<file path="src/rtl/varint_pkg.sv">
// Shared types and constants for the varint byte path (serializer side and,
// later, the deserializer).
package varint_pkg;

  localparam int BYTE             = 8;
  localparam int VARINT_MAX_BYTES = 10;
  localparam int VARINT_IDX_W     = 4;

  typedef enum logic [0:0] {
    ST_IDLE   = 1'b0,
    ST_STREAM = 1'b1
  } varint_state_e;

  typedef logic [VARINT_MAX_BYTES-1:0][BYTE-1:0] varint_bytes_t;

endpackage

</file>
<file path="src/rtl/varint_len.sv">
// Encoded-length finder for a 10-byte varint: index of the first byte with a
// clear continuation bit, plus one. Purely combinational.
module varint_len
  import varint_pkg::*;
(
  input  logic [VARINT_MAX_BYTES*BYTE-1:0] word,
  output logic [VARINT_IDX_W-1:0]          len,
  output logic                             unterm
);

  // Scan from the top byte down so the lowest terminating byte wins.
  always_comb begin
    len    = 4'd10;
    unterm = 1'b1;
    for (int k = VARINT_MAX_BYTES - 1; k >= 0; k--) begin
      if (word[BYTE*k + 7] == 1'b0) begin
        len    = 4'(k + 1);
        unterm = 1'b0;
      end else begin
        len    = len;
        unterm = unterm;
      end
    end
  end

endmodule

</file>
<file path="src/rtl/varint_byte_streamer.sv">
// Streams one encoded varint (up to 10 bytes) out as bytes, least-significant
// group first, with valid/ready on both sides and no bubble between varints.
module varint_byte_streamer #(
  parameter int MAX_BYTES = 10,
  parameter int BYTE      = 8
) (
  input  logic                      clk,
  input  logic                      rst_n,
  input  logic                      in_valid,
  output logic                      in_ready,
  input  logic [MAX_BYTES*BYTE-1:0] in_data,
  output logic                      out_valid,
  input  logic                      out_ready,
  output logic [BYTE-1:0]           out_byte,
  output logic                      out_last,
  output logic                      err_unterm
);
  import varint_pkg::*;

  varint_state_e                state_q, state_d;
  varint_bytes_t                hold_q, hold_d;
  logic [VARINT_IDX_W-1:0]      idx_q, idx_d;
  logic [VARINT_IDX_W-1:0]      len_q, len_d;
  logic                         unterm_q, unterm_d;

  logic [VARINT_IDX_W-1:0]      len_s;
  logic                         unterm_s;
  logic                         in_hs_s;
  logic                         out_hs_s;

  varint_len u_len (
    .word   (in_data),
    .len    (len_s),
    .unterm (unterm_s)
  );

  // Outputs are decoded purely from registered state and the holding register.
  assign out_valid  = (state_q == ST_STREAM);
  assign out_byte   = hold_q[idx_q];
  assign out_last   = out_valid && (idx_q == (len_q - 4'd1));
  assign err_unterm = out_valid && unterm_q;

  // Accepting on the last-byte handshake is what removes the inter-varint bubble.
  assign in_ready = (state_q == ST_IDLE) || (out_valid && out_ready && out_last);
  assign in_hs_s  = in_valid && in_ready;
  assign out_hs_s = out_valid && out_ready;

  // Next-state, index and holding-register update.
  always_comb begin
    state_d  = state_q;
    hold_d   = hold_q;
    idx_d    = idx_q;
    len_d    = len_q;
    unterm_d = unterm_q;
    case (state_q)
      ST_IDLE: begin
        if (in_hs_s) begin
          state_d  = ST_STREAM;
          hold_d   = in_data;
          idx_d    = 4'd0;
          len_d    = len_s;
          unterm_d = unterm_s;
        end else begin
          state_d  = ST_IDLE;
        end
      end
      ST_STREAM: begin
        if (out_hs_s && out_last) begin
          if (in_hs_s) begin
            state_d  = ST_STREAM;
            hold_d   = in_data;
            idx_d    = 4'd0;
            len_d    = len_s;
            unterm_d = unterm_s;
          end else begin
            state_d  = ST_IDLE;
          end
        end else if (out_hs_s) begin
          idx_d = idx_q + 4'd1;
        end else begin
          idx_d = idx_q;
        end
      end
      default: begin
        state_d = ST_IDLE;
      end
    endcase
  end

  // State registers; reset drops any partially streamed varint.
  always_ff @(posedge clk or negedge rst_n) begin
    if (!rst_n) begin
      state_q  <= ST_IDLE;
      hold_q   <= {VARINT_MAX_BYTES{8'h00}};
      idx_q    <= 4'd0;
      len_q    <= 4'd0;
      unterm_q <= 1'b0;
    end else begin
      state_q  <= state_d;
      hold_q   <= hold_d;
      idx_q    <= idx_d;
      len_q    <= len_d;
      unterm_q <= unterm_d;
    end
  end

endmodule
</file>
<file path="config.mk">
export PLATFORM = sky130hd
export DESIGN_NAME = varint_byte_streamer
export DESIGN_NICKNAME = d
export VERILOG_FILES = /design/src/rtl/varint_pkg.sv /design/src/rtl/varint_len.sv /design/src/rtl/varint_byte_streamer.sv
export SDC_FILE = /design/constraint.sdc
export NUM_CORES = 1
export LEC_CHECK = 0
export BUFFER_PORTS_ARGS = -buffer_cell sky130_fd_sc_hd__buf_2
export CORE_MARGIN = 4
export CORE_UTILIZATION = 33
export CTS_CLUSTER_DIAMETER = 150
export DETAILED_ROUTE_END_ITERATION = 8
export SYNTH_ARGS = -nofsm -noshare
export SYNTH_HDL_FRONTEND = slang
export SYNTH_HIERARCHICAL = 1
export SYNTH_SLANG_ARGS = --single-unit
</file>
<file path="constraint.sdc">
create_clock -name clk -period 3.8 [get_ports clk]
set_clock_uncertainty 0.2 [all_clocks]
set_input_delay 0.19 -clock clk [delete_from_list [all_inputs] [get_ports clk]]
set_output_delay 0.19 -clock clk [all_outputs]
set_load 0.005 [all_outputs]
</file>
; ---- Word-level counts from Yosys, hierarchy flattened
; Cells that the tools add are included.
[op_classes]
addsub = 2
n_lt_le_gt_ge = 1
eq_ne = 3
muxes = 37
bitwise = 1
reduce_logical = 6
[op_table]
columns = op, count
row1 = 80-bit 2-to-1 mux, 2
row2 = 80-bit one-hot mux with 2 select lines, 1
row3 = 4-bit 2-to-1 mux, 12
row4 = 8-bit binary-select mux with 4-bit select, 1
row5 = 4-bit one-hot mux with 2 select lines, 2
row6 = 1-bit 2-to-1 mux, 14
row7 = 8-bit 2-to-1 mux, 1
row8 = 1-bit logical AND, 5
row9 = "4-bit by 5-bit less-than comparator with 1-bit output, second input constant", 1
row10 = "4-bit by 1-bit adder with 4-bit output, second input constant", 1
row11 = 4-bit == test, 1
row12 = 2-bit 2-to-1 mux, 2
row13 = 1-bit one-hot mux with 2 select lines, 2
row14 = "4-bit by 1-bit subtractor with 4-bit output, second input constant", 1
row15 = "3-bit by 1-bit != test with 1-bit output, second input constant", 1
row16 = "2-bit by 1-bit != test with 1-bit output, second input constant", 1
row17 = 1-bit logical OR, 1
row18 = 1-bit NOT, 1
[word_totals]
register_bits = 90
in_bits = 84
elab_cells = 64

; ---- Depth between registers and ports, before layout
[logic_depth]
depth_word = 13
mapped_depth = 8
depth_no_buf = 6

; ---- Hierarchy
; The synthesis kept the hierarchy.
[modules_own_cells]
columns = module, instances, cells_each, area_each_um2, seq_area_each_um2
row1 = varint_byte_streamer, 1, 293, 4460.5, 2252.2
row2 = varint_len, 1, 16, 97.6, 0.0

; ---- Least setup slack after synthesis
; No wires, ideal clock.
[synth_path]
kind = flip-flop to flip-flop
start = register len_q[0]
end = register hold_q[10] (netlist name)
setup_time_ns = 0.125
arrival_time_ns = 2.108
t_required_ns = 3.475
setup_slack_ns = 1.367
path_stages_with_launch = 9
path_cell_list = dfrtp_1 > inv_1 > ha_1 > xor2_1 > nand4_2 > o32ai_2 > buf_6 > buf_6 > mux2_4
[synth_between]
elab_chain_cells = 9
word_cells_on_any_way = 10
classes_between = 1 x add/sub / 2 x eq/ne / 3 x mux / 4 x reduce/logical
[synth_lines]
columns = element, line
row1 = from (decl), varint_byte_streamer.sv:23  ; logic [VARINT_IDX_W-1:0] len_q, len_d;
row2 = from (signal assigned), varint_byte_streamer.sv:102  ; len_q <= len_d;
row3 = 4-bit by 1-bit subtractor with 4-bit output (*), varint_byte_streamer.sv:40  ; assign out_last = out_valid && (idx_q == (len_q - 4'd1));
row4 = 4-bit == test (*), varint_byte_streamer.sv:40
row5 = 1-bit logical AND (*), varint_byte_streamer.sv:40
row6 = 1-bit logical AND (*), "varint_byte_streamer.sv:44, varint_byte_streamer.sv:68"
row7 = 1-bit logical OR, varint_byte_streamer.sv:44  ; assign in_ready = (state_q == ST_IDLE) || (out_valid && out_ready && out_last);
row8 = 1-bit logical AND, varint_byte_streamer.sv:45  ; assign in_hs_s = in_valid && in_ready;
row9 = 80-bit 2-to-1 mux (2 in series), --
row10 = 80-bit one-hot mux with 2 select lines, --
row11 = to (signal assigned), varint_byte_streamer.sv:94  ; hold_q <= {VARINT_MAX_BYTES{8'h00}};
row12 = to (signal assigned), varint_byte_streamer.sv:100  ; hold_q <= hold_d;
row13 = to (decl), varint_byte_streamer.sv:21  ; varint_bytes_t hold_q, hold_d;
; Every way passes the cells marked *; elsewhere a longest branch is shown, timed or not. The select of a mux whose other input is x is not followed.
; A chain may end at the register's enable or synchronous reset.

; ---- Final worst setup path
[layout_path]
start = register idx_q[2]
end = register hold_q[69] (netlist name)
[layout_between]
elab_chain_cells = 8
word_cells_on_any_way = 9
classes_between = 2 x eq/ne / 3 x mux / 4 x reduce/logical
[layout_lines]
columns = element, line
row1 = from (decl), varint_byte_streamer.sv:22  ; logic [VARINT_IDX_W-1:0] idx_q, idx_d;
row2 = from (signal assigned), varint_byte_streamer.sv:101  ; idx_q <= idx_d;
row3 = 4-bit == test (*), varint_byte_streamer.sv:40
row4 = 1-bit logical AND (*), varint_byte_streamer.sv:40
row5 = 1-bit logical AND (*), "varint_byte_streamer.sv:44, varint_byte_streamer.sv:68"
row6 = 1-bit logical OR, varint_byte_streamer.sv:44
row7 = 1-bit logical AND, varint_byte_streamer.sv:45
row8 = 80-bit 2-to-1 mux (2 in series), --
row9 = 80-bit one-hot mux with 2 select lines, --
; Marks and branches as above.

==> impl_metrics.csv <==
group,metric,value,unit
grt,grt_usage,0.144,
clock_tree,clkLatencyLatePin,0.34,ns
critical_path,crit_arrival,2.90,ns
critical_path,cp-end-kind,"register",
power_and_ir_drop,peakVddDrop,0.323,mV
timing,maxSlewViolCount,0,
synth,synth_edf_count,0,
routing,initialDrtViolationCount,116,
critical_path,critPathRequiredTime,3.82,ns
timing,tns,0,ns
critical_path,critPathMostFrequentCell,"buf_4",
routing,route.detailed.drc,0,
synth,muxShareOfSynthArea,0.350,
power_and_ir_drop,p_per_area,725,nW/um^2
synth,yosysSeqAreaShare,0.494,
timing,hold_violations,0,
synth,yosysMostFrequentCell,"dfrtp_1",
critical_path,critPathMaxStageDelay,0.54,ns
run_status,status,"complete, no violations",
final_layout,fin_cells,666,
timing,finalSetupViolations,0,
clock_tree,clock_tree.buffer_depth,2,
routing,firstDrtPassIters,6,
synth,synth_xor_area_frac,0.0178,
floorplan,die_w,126,microns
power_and_ir_drop,intPower,3.22,mW
routing,vias,3232,
critical_path,worst-path-buf-inv,2,
floorplan,die_h,126,microns
floorplan,core_area,13400,sq um
synth,synth_top_family_by_area,"multiplexers",
clock_tree,cts_setup_buffers,0,
final_layout,area_growth,39.7,%
worst_hold_path,hold_class,"primary input to register",
grt,grt_pass1_wl,18.2,mm
synth,synth_seq_cells,90,
routing,drt-total-wl,10.9,mm
final_layout,regArea,2250,sq um
place,placed_cell_area,5210,sq um
synth,synth-simple-area-share,0.0469,
critical_path,critPathSlowestCell,"buf_4",
critical_path,crit_type,"register to register",
synth,synth_area_leader_cell,"dfrtp_1",
clock_tree,cts.clk_slew.worst_paths,0.06,ns
clock_tree,postCtsHoldBufs,82,
critical_path,path_depth,6,
place,dp_cells,568,
grt,overflow,0,
critical_path,cp_top_family,"buffers and inverters",
timing,setup_ws,0.925,ns
synth,synth_top_flop_cell,"dfrtp_1",
job,max-cap-violations,0,
critical_path,critPathLaunchType,"register",
place,place_ws,0.939,ns
grt,antenna_found_initial,0,
final_layout,final_layout_size_suffix_gt1_frac,0.480,
synth,syn_area_per_cell,14.8,sq um
clock_tree,cts_tree,"done",
power_and_ir_drop,p_sw,1.40,mW
power_and_ir_drop,power.share.clock,0.214,
clock_tree,cts_resized,0,
final_layout,stdcell_area,6370,sq um
floorplan,row_count,42,
critical_path,rr_worst_depth,6,
critical_path,r2r_slack,0.92,ns
clock_tree,root_buffer,"clkbuf_16",
critical_path,timing.rr.start,"idx_q[2]",
final_layout,num-nets-final,571,
grt,grt_pass1_vias,3535,
place,gp_congestion,0.766,
clock_tree,cts.htree.levels,3,
synth,synthesis.nets,395,
power_and_ir_drop,leakage,2.88,nW
final_layout,multi_input_area,2170,sq um
clock_tree,cts_buffers,9,
routing,wl_per_cell,16.3,microns
timing,period_needed,2.88,ns
synth,synthAdderAreaFrac,0.00549,
critical_path,worstPathCellList,"buf_4 -> xnor3_1 -> nand4_2 -> o32ai_4 -> buf_4 -> mux2_2",
timing,rsz0062_at_grt,"no",
floorplan,start_util,0.340,
synth,synthDistinctLibCells,35,
synth,synth_area,4560,sq um
timing,max_slew.worst_pin.slew,0.826,ns
critical_path,path_max_fanout,32,
power_and_ir_drop,pwr-share-comb,0.429,
synth,synth_commonest_cells,"dfrtp_1 (90), mux2_4 (50), mux2_2 (43), nand2_1 (19), mux4_2 (16)",
place,port_buffers,95,
critical_path,rr_endpoint,"hold_q[69]",
timing,relSlewSlack,0.449,
final_layout,antenna_cells,0,
final_layout,fillers,1185,
synth,synth_cells,309,
synth,yosysTopAreaCellShare,0.494,
timing,clock.fmax,348,MHz
routing,drtAntennaViolNets,0,
power_and_ir_drop,p_seq_frac,0.357,
floorplan,dieArea,15800,sq um
floorplan,io_pins,96,
synth,yosysWarnings,6,
routing,viasPerCell,4.85,
grt,grt_max_degree,66,
critical_path,crit_end,"hold_q[69]",
critical_path,startpoint,"idx_q[2]",
place,dpl.hpwl,7.33,mm
clock_tree,cts_sinks,90,
synth,synth.area.top_cells,"dfrtp_1 (49%), mux2_4 (16%), mux2_2 (11%)",
synth,synth_compound_area_frac,0.0530,
power_and_ir_drop,sw_frac_of_total,0.304,
synth,synthArstFlopShare,1.00,
timing,timing.final.crit_share,0.757,
## logic make-up after synthesis
| logic type | Yosys count |
|---|---|
| xor+xnor | 6 |
| simple gates | 42 |
| buf+inv | 26 |
| fa+ha+maj | 2 |
| flops | 90 |
| compound gates | 34 |
| mux | 109 |
## area by class of cell
class                   instances  share of cell area
clock buffers                  12              0.0419
clock inverters                 4              0.0114
multi-input cells             193               0.341
flip-flops and latches         90               0.354
well taps                     176              0.0346
repair buffers                183               0.213
inverters                       8             0.00472
## cell usage in the layout, fill, tap and decap left out, types with 3 or more instances in the layout
master	synthesis	layout
buf_2	5	94
dfrtp_1	90	89
dlygate4sd3_1	0	82
mux2_4	50	50
mux2_2	43	43
nand2_1	19	19
mux4_2	16	16
a21oi_1	9	9
clkbuf_16	0	9
a221oi_1	8	8
inv_1	7	7
o21ai_0	7	7
nor2_1	6	6
buf_4	0	6
nand4_1	4	4
nand3_1	3	3
clkbuf_8	0	3
## how the worst min path moves through the flow
stage / start / endpoint / slack [ns] / depth (start not counted)
2_1_floorplan: rst_n / hold_q[0] / -0.31 / 0
3_3_place_gp: rst_n / hold_q[39] / 0.13 / 1
3_5_place_dp: rst_n / hold_q[31] / 0.14 / 1
4_1_cts: out_ready / idx_q[1] / 0.03 / 3
5_1_grt: out_ready / idx_q[1] / 0.06 / 3
6_report: out_ready / idx_q[1] / 0.05 / 3
## routing by layer
metal,vias to the layer above,global-route usage,part of all wire
met5,-,0,0
met4,0,0.0510,0.021
met3,19,0.0350,0.057
met2,108,0.238,0.49
met1,1599,0.185,0.43
li1,1506,-,-
## power groups by stage
stage / Sequential [mW] / Combinational [mW] / Clock (mW)
after floorplan: 1.57 / 1.54 / 0
after global placement: 1.65 / 1.92 / 0
after detailed placement: 1.66 / 1.96 / 0
after CTS: 1.65 / 2.02 / 1.02
after global routing: 1.71 / 2.16 / 1.05
final: 1.65 / 1.98 / 0.988
## through the flow
stage	power (mW)	hold slack, ns	utilization
global route	4.93	0.0629	0.475
detailed placement	3.62	0.140	0.389
floorplan	3.11	-0.306	-
finish	4.62	0.0488	0.475
global placement	3.57	0.131	0.389
CTS	4.69	0.0250	0.475
## flip-flops by register name (all words and copies together) (netlist names)
register / count
len_q: 4
out_valid: 1
idx_q: 4
hold_q: 80
unterm_q: 1
## worst register-to-register path, cell delays in order (launching register included)
cell and delay, ns:
dfrtp_1 0.36, buf_4 0.20, xnor3_1 0.42, nand4_2 0.24, o32ai_4 0.38, buf_4 0.54
mux2_2 0.42
Note: power is estimated with default switching activity, not from simulation.
